`config.mk`:
```
export PLATFORM = sky130hd
export DESIGN_NAME = uart_tx_fifo_reader
export DESIGN_NICKNAME = d
export VERILOG_FILES = /design/src/rtl/uart_tx_fifo_reader.sv
export SDC_FILE = /design/constraint.sdc
export NUM_CORES = 1
export LEC_CHECK = 0
export BUFFER_PORTS_ARGS = -buffer_cell sky130_fd_sc_hd__buf_2
export CAP_MARGIN = 20
export CELL_PAD_IN_SITES_DETAIL_PLACEMENT = 0
export CELL_PAD_IN_SITES_GLOBAL_PLACEMENT = 1
export CORE_ASPECT_RATIO = 0.5
export CORE_MARGIN = 8
export CORE_UTILIZATION = 43
export DETAILED_ROUTE_END_ITERATION = 16
export PLACE_DENSITY_LB_ADDON = 0.1
export SETUP_SLACK_MARGIN = 0.4
export SYNTH_ARGS = -nofsm -noshare
export SYNTH_HDL_FRONTEND = slang
export SYNTH_SLANG_ARGS = --single-unit
```
`constraint.sdc`:
```
create_clock -name clk -period 2.1 [get_ports clk]
set_input_delay 0.21 -clock clk [delete_from_list [all_inputs] [get_ports clk]]
set_output_delay 0.21 -clock clk [all_outputs]
set_load 0.05 [all_outputs]
```
`src/rtl/uart_tx_fifo_reader.sv`:
```
// UART transmitter that drains words from an upstream FIFO read port.
// Frames are start, DATA_WIDTH data bits LSB first, then STOP_BITS stop bits.
module uart_tx_fifo_reader #(
    parameter int DATA_WIDTH   = 8,
    parameter int CLKS_PER_BIT = 868,
    parameter int STOP_BITS    = 1
) (
    input  logic                  clk,
    input  logic                  reset,
    input  logic [DATA_WIDTH-1:0] fifo_data,
    input  logic                  fifo_valid,
    output logic                  fifo_pop,
    input  logic                  tx_enable,
    output logic                  tx,
    output logic                  busy
);

    localparam int BW = (CLKS_PER_BIT > 1) ? $clog2(CLKS_PER_BIT) : 1;
    localparam int IW = (DATA_WIDTH > 1) ? $clog2(DATA_WIDTH) : 1;
    localparam logic [BW-1:0] BAUD_LAST = BW'(CLKS_PER_BIT - 1);
    localparam logic [IW-1:0] BIT_LAST  = IW'(DATA_WIDTH - 1);
    localparam logic          STOP_LAST = 1'(STOP_BITS - 1);

    typedef enum logic [1:0] {
        IDLE,
        START,
        DATA,
        STOP
    } state_t;

    state_t                state_q;
    logic [BW-1:0]         baud_q;
    logic [IW-1:0]         bit_q;
    logic                  stop_q;
    logic [DATA_WIDTH-1:0] shift_q;
    logic [DATA_WIDTH-1:0] shift_d;
    logic                  tx_q;
    logic                  busy_q;

    logic baud_end;
    logic last_stop;
    logic take;

    assign baud_end  = (baud_q == BAUD_LAST);
    assign last_stop = (state_q == STOP) && baud_end && (stop_q == STOP_LAST);
    assign take      = tx_enable & fifo_valid & ~reset
                     & ((state_q == IDLE) | last_stop);
    assign shift_d   = shift_q >> 1;

    assign fifo_pop = take;
    assign tx       = tx_q;
    assign busy     = busy_q;

    // A take in the last stop cycle chains straight into the next start bit.
    always_ff @(posedge clk) begin
        if (reset) begin
            state_q <= IDLE;
            baud_q  <= '0;
            bit_q   <= '0;
            stop_q  <= 1'b0;
            shift_q <= '0;
            tx_q    <= 1'b1;
            busy_q  <= 1'b0;
        end else if (take) begin
            state_q <= START;
            baud_q  <= '0;
            shift_q <= fifo_data;
            tx_q    <= 1'b0;
            busy_q  <= 1'b1;
        end else begin
            unique case (state_q)
                IDLE: begin
                    state_q <= IDLE;
                end
                START: begin
                    if (baud_end) begin
                        state_q <= DATA;
                        baud_q  <= '0;
                        bit_q   <= '0;
                        tx_q    <= shift_q[0];
                    end else begin
                        baud_q <= baud_q + BW'(1);
                    end
                end
                DATA: begin
                    if (baud_end) begin
                        baud_q  <= '0;
                        shift_q <= shift_d;
                        if (bit_q == BIT_LAST) begin
                            state_q <= STOP;
                            stop_q  <= 1'b0;
                            tx_q    <= 1'b1;
                        end else begin
                            bit_q <= bit_q + IW'(1);
                            tx_q  <= shift_d[0];
                        end
                    end else begin
                        baud_q <= baud_q + BW'(1);
                    end
                end
                STOP: begin
                    if (baud_end) begin
                        baud_q <= '0;
                        if (stop_q == STOP_LAST) begin
                            state_q <= IDLE;
                            tx_q    <= 1'b1;
                            busy_q  <= 1'b0;
                        end else begin
                            stop_q <= 1'b1;
                        end
                    end else begin
                        baud_q <= baud_q + BW'(1);
                    end
                end
                default: begin
                    state_q <= IDLE;
                end
            endcase
        end
    end

endmodule

```
==> results of run 1 <==
## Yosys cell counts, types with 4 or more instances
library cell and number:
a311oi_1 7, nand4_1 7, nand3_1 12, inv_1 4
xnor2_1 5, nor2_1 14, nand2_1 15, xor2_1 4
dfxtp_1 25, a21oi_1 14, o21ai_0 5, ha_1 7
## repair_timing
action | in CTS | in global routing
buffers inserted | 10 | 1
hold buffers | 0 | 0
pin swaps | 7 | 4
gates resized for setup | 23 | 5
setup endpoints to repair | 22 | 23
gates cloned | 0 | 1
## state kept, by name, summed over array words and instances (netlist names)
signal   cells
state_q      2
bit_q        3
tx           1
shift_q      8
baud_q      10
busy         1
## cells by family after synthesis
kind of cell	count (synthesis)
flip-flops	25
AND/OR/NAND/NOR	69
XOR/XNOR	9
AO/OA/AOI/OAI	36
adder cells (fa/ha/maj)	7
multiplexers	3
buffers and inverters	12
## area by class of cell
cell class | count | area (um2) | share of cell area [%]
Clock buffer | 3 | 41.3 | 2.29
Sequential cell | 25 | 510 | 28.4
Timing Repair Buffer | 31 | 208 | 11.5
Tap cell | 40 | 50.0 | 2.78
Clock inverter | 1 | 5.00 | 0.278
Multi-Input combinational cell | 125 | 962 | 53.5
Inverter | 5 | 22.5 | 1.25
## power by group through the flow
stage / clock network [mW] / logic (mW) / registers [mW]
after floorplan: 0 / 0.122 / 0.535
after global placement: 0 / 0.193 / 0.522
after detailed placement: 0 / 0.193 / 0.522
after CTS: 0.299 / 0.221 / 0.513
after global routing: 0.319 / 0.255 / 0.517
final: 0.289 / 0.235 / 0.514
## layout by cell type, fill, tap and decap left out, types with 2 or more instances in the layout
master	Yosys	routed
dfxtp_1	25	21
buf_4	1	17
nand2_1	15	15
nor2_1	14	14
a21oi_1	14	14
buf_2	3	13
nand3_1	12	11
nand4_1	7	7
a311oi_1	7	7
o21ai_0	5	5
xnor2_1	5	5
ha_4	0	5
xor2_1	4	4
nand4b_1	3	3
inv_2	0	3
mux2i_1	3	3
nor2b_1	3	3
clkbuf_8	0	3
and4b_1	3	2
nand3b_1	2	2
nor3_2	0	2
a31oi_1	2	2
dfxtp_2	0	2
dfxtp_4	0	2
## metrics by stage
stage	area (um2)	hold WS (ps)	total power, mW	util (%)	cells
floorplan	1420	367	0.656	-	161
global placement	1540	446	0.715	50.3	214
detailed placement	1540	450	0.715	50.3	214
CTS	1750	200	1.03	57.1	228
global route	1800	228	1.09	58.7	230
finish	1800	206	1.04	58.7	230
## worst max-delay path: cells and delay by family, from the launching register on
family                     cells  cell delay [ps]
and+or+nand+nor                3              560
DFF                            1              400
buffers and inverters          2              220
adders and majority gates      1              170
## how the worst max path moves through the flow
stage	startpoint	end	slack [ps]	cells past startpoint
after global placement	state_q[0]	tx	210	7
after floorplan	baud_q[0]	tx	420	7
after CTS	baud_q[1]	fifo_pop	310	6
final	state_q[1]	fifo_pop	280	6
after detailed placement	state_q[0]	bit_q[0]	220	6
after global routing	state_q[1]	fifo_pop	230	6
## metal layers
layer / routed length (um) / part of all wire (%) / track usage, %
met5: 0 / 0 / 0
met4: 47 / 1.3 / 4.56
met2: 1630 / 44 / 19.5
met3: 157 / 4.2 / 4.02
met1: 1910 / 51 / 17.1
==> summary.txt, run 1 <==
Place
  – Pre-CTS worst setup slack: 216 ps
  – Detailed Place HPWL: 2380 um
  – Final RePlAce weighted congestion: 0.802
  – # port buffers: 14

Drt
  – DR pass1 iterations: 4
  – Via/cell ratio: 5.64
  – ANT nets after route: 0
  – DRC errors left: 0
  – Routed vias: around 1300
  – Routed wire per std cell: roughly 16 um
  – Aggregate routed wire length: ~3700 um
  – Initial drt markers: 56

STA
  – Period utilization: 86.8%
  – Clock Skew: 10.9 ps
  – Max Fclk: 549 MHz
  – Tmin final: 1820 ps
  – Final setup fails: 0
  – Worst slew pin tran: 355 ps
  – Final Max Slew Viols: 0
  – Setup Total Neg Slack: 0 ps
  – Slew margin rel.: approximately 76%
  – PnR worst setup slack: between 200 and 300 ps
  – Endpoints failing hold: 0
  – RSZ-0062 raised after global routing: true

Global route
  – Antenna violations before repair: 0
  – Global-route wire length before repair: 6000 um
  – Largest net degree at the start of global routing: 15
  – GRT Util Overall: 13.0%
  – Vias in the first global route: 1263
  – Remaining Overflow, GRT: 0

Yosys
  – Main synth FF type: dfxtp_1
  – Post-Syn Area per Cell: 8.76 um2
  – Mux cell area share after synthesis: 2.13%
  – Xor/xnor share of the synthesized area: under 10%
  – Synth Register Bits: 25
  – Largest family of logic cells by synthesized area: simple AND/OR/NAND/NOR gates
  – Post-synthesis compound-gate area fraction: 18.0%
  – Post-Synth Adder-Cell Area: 6.21%
  – Syn. warnings: 0
  – Post-synthesis async set-or-reset flop share: 0%
  – Synth top area cells: dfxtp_1 (35%), ha_1 (6.2%), a21oi_1 (5.0%), a311oi_1 (4.3%), nand3_1 (4.3%)
  – Sequential-to-total area share from yosys stat: 35.5%
  – Syn Inst Count: between 150 and 200
  – Cell area after synthesis: 1410 um2
  – Distinct cells, synth: 39
  – Simple-Gate Fraction of Synth Area: ~28%
  – Post-synth top area share: a little over a third
  – Net Count, Synth: 180
  – Yosys top cell by area: dfxtp_1
  – Number of synthesized flops with an enable pin: 0

CTS
  – Clock Latency Late Sink: between 200 and 300 ps
  – Root Buffer Master: clkbuf_8
  – CTS sink count: 25
  – CTS max path bufs: 2
  – CTS clock-pin slew for the worst setup and hold paths: ~90 ps
  – CTS tree: built
  – H-tree levels: 1
  – TritonCTS buffer count: 3

Worst setup path
  – Startpoint Class: flop
  – Worst path max stage delay: 400 ps
  – Reg2Reg Depth: 6
  – CP Data Required Time: 1890 ps
  – RR Startpoint: baud_q[1]
  – Critical-path top delay cell: dfxtp_4
  – Worst path cell trace: ha_4, and4b_1, and4_4, nor2_8, clkinvlp_4, buf_8
  – CP endpoint kind: primary output
  – Critical Path AT: between 1500 and 2000 ps
  – R2R setup slack: between 300 and 400 ps
  – Worst Path Class, Setup: reg -> out
  – Reg2reg end: bit_q[0]
  – CP Max Fanout: 5

Floorplan
  – Ports: 15
  – Initial Utilization: 46.0%
  – Die Width: 97.0 um
  – Rows: 14
  – Die area: 5480 um2
  – Overall die height: 56.5 um
  – Core ar.: slightly above 3000 um2

Pwr
  – Switching power: 0.307 mW
  – Sequential share of power: 49.5%
  – PwrDens: a little under 600 nW/um2
  – Clk pwr share: 27.9%
  – Comb pwr share: a little under a quarter
  – Maximum vdd drop: about 0.00028 V
  – Leakage power: 0.644 nW
  – Int Pwr: 0.732 mW
  – Sw frac: 29.5%

Min path
  – Worst hold path type: in -> reg
  – Worst hold endpoint: shift_q[7]
  – Worst hold start: fifo_data[7]
  – Worst hold path cell count: 3

Finish
  – Fill count: 273
  – Share of cells above drive strength 1: 33.7%
  – Area Growth Syn to Fin: 27.6%
  – Final net count: 210
  – Count of antenna diodes in the layout: 0

Status
  – Status: completed

Job
  – Max-cap viol count: 0
(Power assumes the default switching activity.)
==> run 2: changes to the inputs <==
--- a/config.mk
+++ b/config.mk
@@ -13,7 +13,7 @@
 export CORE_MARGIN = 8
 export CORE_UTILIZATION = 43
 export DETAILED_ROUTE_END_ITERATION = 16
-export PLACE_DENSITY_LB_ADDON = 0.1
+export PLACE_DENSITY = 0.84
 export SETUP_SLACK_MARGIN = 0.4
 export SYNTH_ARGS = -nofsm -noshare
 export SYNTH_HDL_FRONTEND = slang
==> run 2 against run 1 <==
- worst hold slack better by 13 ps
- sequential power up 0.8%
- total power rose by 0.46%
- non-clock buffer count rose by 2
- combinational power is essentially flat
- final cell count rose by 0.87%
- fmax up 0.68%
- flip-flop and latch count did not move
- final area increased by 4.3%
- sequential share of layout area decreased by 1.2 points
- clock skew is 7.5 ps lower
- critical path type unchanged
==> summary.txt, run 2 (synthesis gave the netlist of run 1 again) <==
CTS
  – H-tree levels: 1
  – CTS clock-pin slew for the worst setup and hold paths: 90 ps
  – Hold Buf Count CTS: 0
  – Clock Latency Late Sink: 270 ps
  – TritonCTS buffer count: 3
  – Root Buffer Master: clkbuf_8
  – CTS tree: built
  – CTS sink count: 25
  – CTS max path bufs: 2

Finish
  – Area Growth Syn to Fin: 33.1%
  – Fill count: 249
  – Most frequent cells in the layout: dfxtp_1 (21), nor2_1 (14), buf_4 (14)
  – Share of cells above drive strength 1: 39.6%
  – Final Instance Count excl. Fillers: 232
  – Reg with most FFs: baud_q
  – Layout Utilization: 61.2%
  – Final net count: about 210
  – Max reg flops: 10
  – Count of antenna diodes in the layout: 0
  – Commonest non-fill, non-tap cell in the layout: dfxtp_1
  – Top flop regs: baud_q x10, shift_q x8, bit_q x3

Worst setup path
  – Critical path endpoint: fifo_pop
  – Startpoint Class: flop
  – CP Data Required Time: 1890 ps
  – Worst Path Class, Setup: reg -> out
  – Critical-path top delay cell: dfxtp_2
  – Worst path max stage delay: 340 ps
  – CP endpoint kind: primary output
  – Worst path cell trace: ha_4, and4b_2, and4_4, nor2_8, clkinvlp_4, buf_8
  – Critical Path AT: 1600 ps
  – CP delay by family, top: simple AND/OR/NAND/NOR gates
  – Reg2Reg Depth: 8
  – WP depth: 6
  – R2R setup slack: 330 ps
  – CP Max Fanout: 4
  – RR Startpoint: baud_q[1]
  – CP Buf/Inv Count: 2
  – CP Launch Point: baud_q[1]
  – Reg2reg end: tx

Drt
  – Routed vias: 1315
  – DRC errors left: 0
  – Routed wire per std cell: 15.9 um
  – ANT nets after route: 0
  – Aggregate routed wire length: 3690 um
  – Initial drt markers: 35
  – Via/cell ratio: 5.67
  – DR pass1 iterations: 4

STA
  – Endpoints failing hold: 0
  – Period utilization: 86.2%
  – RSZ-0062 raised after global routing: true
  – Slew margin rel.: 73.3%
  – Tmin final: 1810 ps
  – Final setup fails: 0
  – Clock Skew: ~3.4 ps
  – Final Max Slew Viols: 0
  – Worst slew pin tran: 400 ps
  – Setup Total Neg Slack: 0 ps
  – Max Fclk: 553 MHz

Pwr
  – PwrDens: 556 nW/um2
  – Leakage power: ~0.66 nW
  – Sw frac: 29.4%
  – Maximum vdd drop: between 0.0003 and 0.0004 V
  – Comb pwr share: between 20% and 30%
  – Switching power: 0.307 mW
  – Int Pwr: 0.736 mW
  – Clk pwr share: 28.0%
  – Sequential share of power: between 40 and 50%

Floorplan
  – Overall die height: 56.5 um
  – Rows: 14
  – Die area: 5480 um2
  – Die Width: 97.0 um
  – Core ar.: 3070 um2
  – Initial Utilization: 46.0%
  – Ports: 15

Place
  – # port buffers: 14
  – Placed insts: 212
  – Detailed Place HPWL: approximately 2300 um
  – Final RePlAce weighted congestion: 0.811

Global route
  – Global-route wire length before repair: 6040 um
  – GRT Util Overall: 13.0%
  – Antenna violations before repair: 0
  – Remaining Overflow, GRT: 0
  – Vias in the first global route: 1303
  – Largest net degree at the start of global routing: 14

Min path
  – Worst hold path type: in -> reg

Job
  – Max-cap viol count: 0

Status
  – Status: completed
-- run 2: cell count changes in the layout (fill, tap and decap cells not counted), sizes merged --
cell    change
and3        +1
buf         +2
clkbuf      +1
clkinv      -1
o211ai      -1
-- run 2: layer usage --
| metal | track usage, % | part of all wire, % |
|---|---|---|
| met1 | 15.1 | 48 |
| met2 | 22.9 | 47 |
| met3 | 3.05 | 3.0 |
| met4 | 4.34 | 1.1 |
| met5 | 0 | 0 |
-- run 2: worst min-delay path by stage --
stage               slack [ps]    startpoint  depth (start not counted)    endpoint
floorplan                  370  fifo_data[7]                          2  shift_q[7]
global placement           450      bit_q[1]                          2    bit_q[1]
detailed placement         450          busy                          2        busy
CTS                        190         reset                          2  shift_q[7]
global route               220         reset                          2  shift_q[1]
finish                     220         reset                          2  shift_q[1]
-- run 2: power by group through the flow --
stage | logic (mW) | clock network, mW | registers, mW
2_1_floorplan | 0.122 | 0 | 0.535
3_3_place_gp | 0.183 | 0 | 0.523
3_5_place_dp | 0.183 | 0 | 0.523
4_1_cts | 0.211 | 0.296 | 0.514
5_1_grt | 0.256 | 0.322 | 0.520
6_report | 0.233 | 0.292 | 0.518
-- run 2: final cells by class --
type	count	area [um2]	share of cell area [%]
timing repair buffer	33	241	12.9
tap	40	50.0	2.67
multi-input combinational	125	1010	53.7
clock buffer	4	45.0	2.40
sequential	25	510	27.2
inverter	5	22.5	1.20
-- run 2: stage by stage --
step / setup slack, ps / hold slack (ps) / power (mW) / cell area [um2]
2_1_floorplan: 420 / 367 / 0.656 / 1420
5_1_grt: 190 / 219 / 1.10 / 1880
3_5_place_dp: 304 / 454 / 0.707 / 1530
3_3_place_gp: 301 / 446 / 0.706 / 1530
6_report: 290 / 218 / 1.04 / 1880
4_1_cts: 307 / 193 / 1.02 / 1730
-- run 2: what timing repair did --
item	4_1_cts	5_1_grt
cloned	1	0
gates resized for setup	18	27
endpoints found under the setup margin	15	14
pin swaps	6	16
buffers inserted	12	3
hold endpoints to repair	0	0
==> run 3: changes to the inputs <==
--- a/config.mk
+++ b/config.mk
@@ -11,9 +11,10 @@
 export CELL_PAD_IN_SITES_GLOBAL_PLACEMENT = 1
 export CORE_ASPECT_RATIO = 0.5
 export CORE_MARGIN = 8
-export CORE_UTILIZATION = 43
+export CORE_UTILIZATION = 45
+export CTS_BUF_LIST = sky130_fd_sc_hd__clkbuf_8
 export DETAILED_ROUTE_END_ITERATION = 16
-export PLACE_DENSITY = 0.84
+export PLACE_DENSITY = 0.87
 export SETUP_SLACK_MARGIN = 0.4
 export SYNTH_ARGS = -nofsm -noshare
 export SYNTH_HDL_FRONTEND = slang
==> run 3 against run 2 <==
- flip-flop and latch count unchanged
- core utilization is 0.11 points lower
- final cell count up 0.86%
- fmax rose by 1.1%
- wire length decreased by 3.5%
- setup slack improved by 20 ps
- sequential share of layout area grew 0.69 points
- clock power is 3% lower
- largest cell class unchanged
- largest power group unchanged
- highest routed layer unchanged
==> summary.txt, run 3 (synthesis gave the netlist of run 1 again) <==
Status
  – Status: completed

Floorplan
  – Die area: 5290 um2
  – Initial Utilization: ~47%
  – Die Width: 95.2 um
  – Core ar.: 3000 um2
  – Overall die height: 55.6 um
  – Rows: 14
  – Ports: 15

CTS
  – Hold Buf Count CTS: 0
  – CTS tree: built
  – H-tree levels: 1
  – CTS sink count: 25
  – CTS clock-pin slew for the worst setup and hold paths: 80 ps
  – Root Buffer Master: clkbuf_8
  – TritonCTS buffer count: 3
  – CTS max path bufs: 2
  – Clock Latency Late Sink: 270 ps

Drt
  – Top Metal Used: met4
  – Met1 Wirelength: between 1500 and 2000 um
  – Met2 wire length: about 1600 um
  – Routed wire per std cell: 15.2 um
  – Routed vias: 1347
  – ANT nets after route: 0
  – Initial drt markers: 82
  – DRC errors left: 0
  – DR pass1 iterations: 4
  – Aggregate routed wire length: 3560 um
  – Via/cell ratio: 5.76
  – Met3 Wirelength: roughly 240 um

Place
  – Detailed Place HPWL: 2240 um
  – Pre-CTS worst setup slack: 221 ps
  – # port buffers: 14
  – Final RePlAce weighted congestion: 0.762

Global route
  – Vias in the first global route: 1222
  – Global-route wire length before repair: 6030 um
  – Remaining Overflow, GRT: 0
  – Largest net degree at the start of global routing: 14
  – GRT Util Overall: 14.1%
  – Antenna violations before repair: 0

Worst setup path
  – CP Data Required Time: roughly 1900 ps
  – Worst path max stage delay: 340 ps
  – Worst path cell trace: ha_4, and4b_2, and4_4, nor2_8, clkinvlp_4, buf_8
  – RR Startpoint: baud_q[1]
  – Critical-path top delay cell: dfxtp_2
  – CP endpoint kind: primary output
  – CP Max Fanout: 2
  – Reg2Reg Depth: 6
  – Critical Path AT: 1580 ps
  – Worst Path Class, Setup: reg -> out
  – Reg2reg end: bit_q[0]
  – Startpoint Class: flop
  – R2R setup slack: roughly 390 ps

STA
  – Slew margin rel.: about 72%
  – Max Fclk: 559 MHz
  – Tmin final: about 1800 ps
  – RSZ-0062 raised after global routing: true
  – Clock Skew: 3.19 ps
  – PnR worst setup slack: 310 ps
  – Endpoints failing hold: 0
  – Fin Hold WS: 185 ps
  – Final Max Slew Viols: 0
  – Worst slew pin tran: 426 ps
  – Setup Total Neg Slack: 0 ps
  – Final setup fails: 0
  – Period utilization: 85.2%

Finish
  – Most frequent cells in the layout: dfxtp_1 (21), buf_4 (20), nand2_1 (15)
  – Max reg flops: 10
  – Share of cells above drive strength 1: between 30% and 40%
  – Reg with most FFs: baud_q
  – Commonest non-fill, non-tap cell in the layout: dfxtp_1
  – Count of antenna diodes in the layout: 0
  – Area Growth Syn to Fin: 29.8%
  – Top flop regs: baud_q x10, shift_q x8, bit_q x3
  – Final net count: 214

Pwr
  – PwrDens: 565 nW/um2
  – Power, Total: about 1.0 mW
  – Maximum vdd drop: 0.000352 V
  – Leakage power: 0.662 nW

Min path
  – Worst hold path type: in -> reg
  – Worst hold path cell count: 2
  – Worst hold start: reset
  – Worst hold endpoint: busy

Job
  – Max-cap viol count: 0
-- run 3: changes by cell type in the layout (fill, tap and decap cells not counted), sizes merged --
cell	delta
buf	+2
clkbuf	-1
inv	+1
-- run 3: repair_timing --
item                                    CTS  global route
pin swaps                                 9             9
endpoints found under the setup margin   21            24
resized for setup                        25             7
gates cloned                              1             0
setup buffers                            16             1
-- run 3: area by class of cell --
cell class	count	area [um2]
Clock buffer	3	41.3
Clock inverter	1	3.75
Fill cell	249	1160
Inverter	5	22.5
Multi-Input combinational cell	125	961
Sequential cell	25	510
Tap cell	40	50.0
Timing Repair Buffer	35	241
-- run 3: worst max-delay path: cells and delay by family, from the launching register on --
family                   cells  cell delay [ps]
buffers and inverters        2              260
flip-flops                   1              340
adder cells (fa/ha/maj)      1              160
AND/OR/NAND/NOR              3              540
-- run 3: how the worst max path moves through the flow --
| stage | from | to | cells after the start |
|---|---|---|---|
| final | baud_q[1] | fifo_pop | 6 |
| after detailed placement | state_q[0] | bit_q[2] | 6 |
| after global routing | baud_q[1] | fifo_pop | 6 |
| after global placement | state_q[0] | bit_q[1] | 6 |
| after CTS | baud_q[1] | fifo_pop | 6 |
| after floorplan | baud_q[0] | tx | 7 |
-- run 3: through the flow --
| stage | std cells | cell area [um2] | utilization [%] |
|---|---|---|---|
| final | 234 | 1830 | 61.1 |
| after detailed placement | 212 | 1530 | 51.0 |
| after CTS | 233 | 1790 | 59.9 |
| after global routing | 234 | 1830 | 61.1 |
| after global placement | 212 | 1530 | 51.0 |
| after floorplan | 161 | 1420 | - |
-- run 3: metal layers --
| layer | GRT usage, % | vias up |
|---|---|---|
| met5 | 0 | - |
| li1 | - | 659 |
| met2 | 19.7 | 55 |
| met4 | 6.17 | 0 |
| met3 | 2.83 | 6 |
| met1 | 20.0 | 627 |
-- run 3: report_power, final --
part | leakage, nW | internal, mW | switching (mW) | total, mW
Combinational | 0.430 | 0.108 | 0.130 | 0.239
Sequential | 0.205 | 0.496 | 0.0175 | 0.513
Clock | 0.0269 | 0.131 | 0.152 | 0.283
Total | 0.662 | 0.735 | 0.299 | 1.03
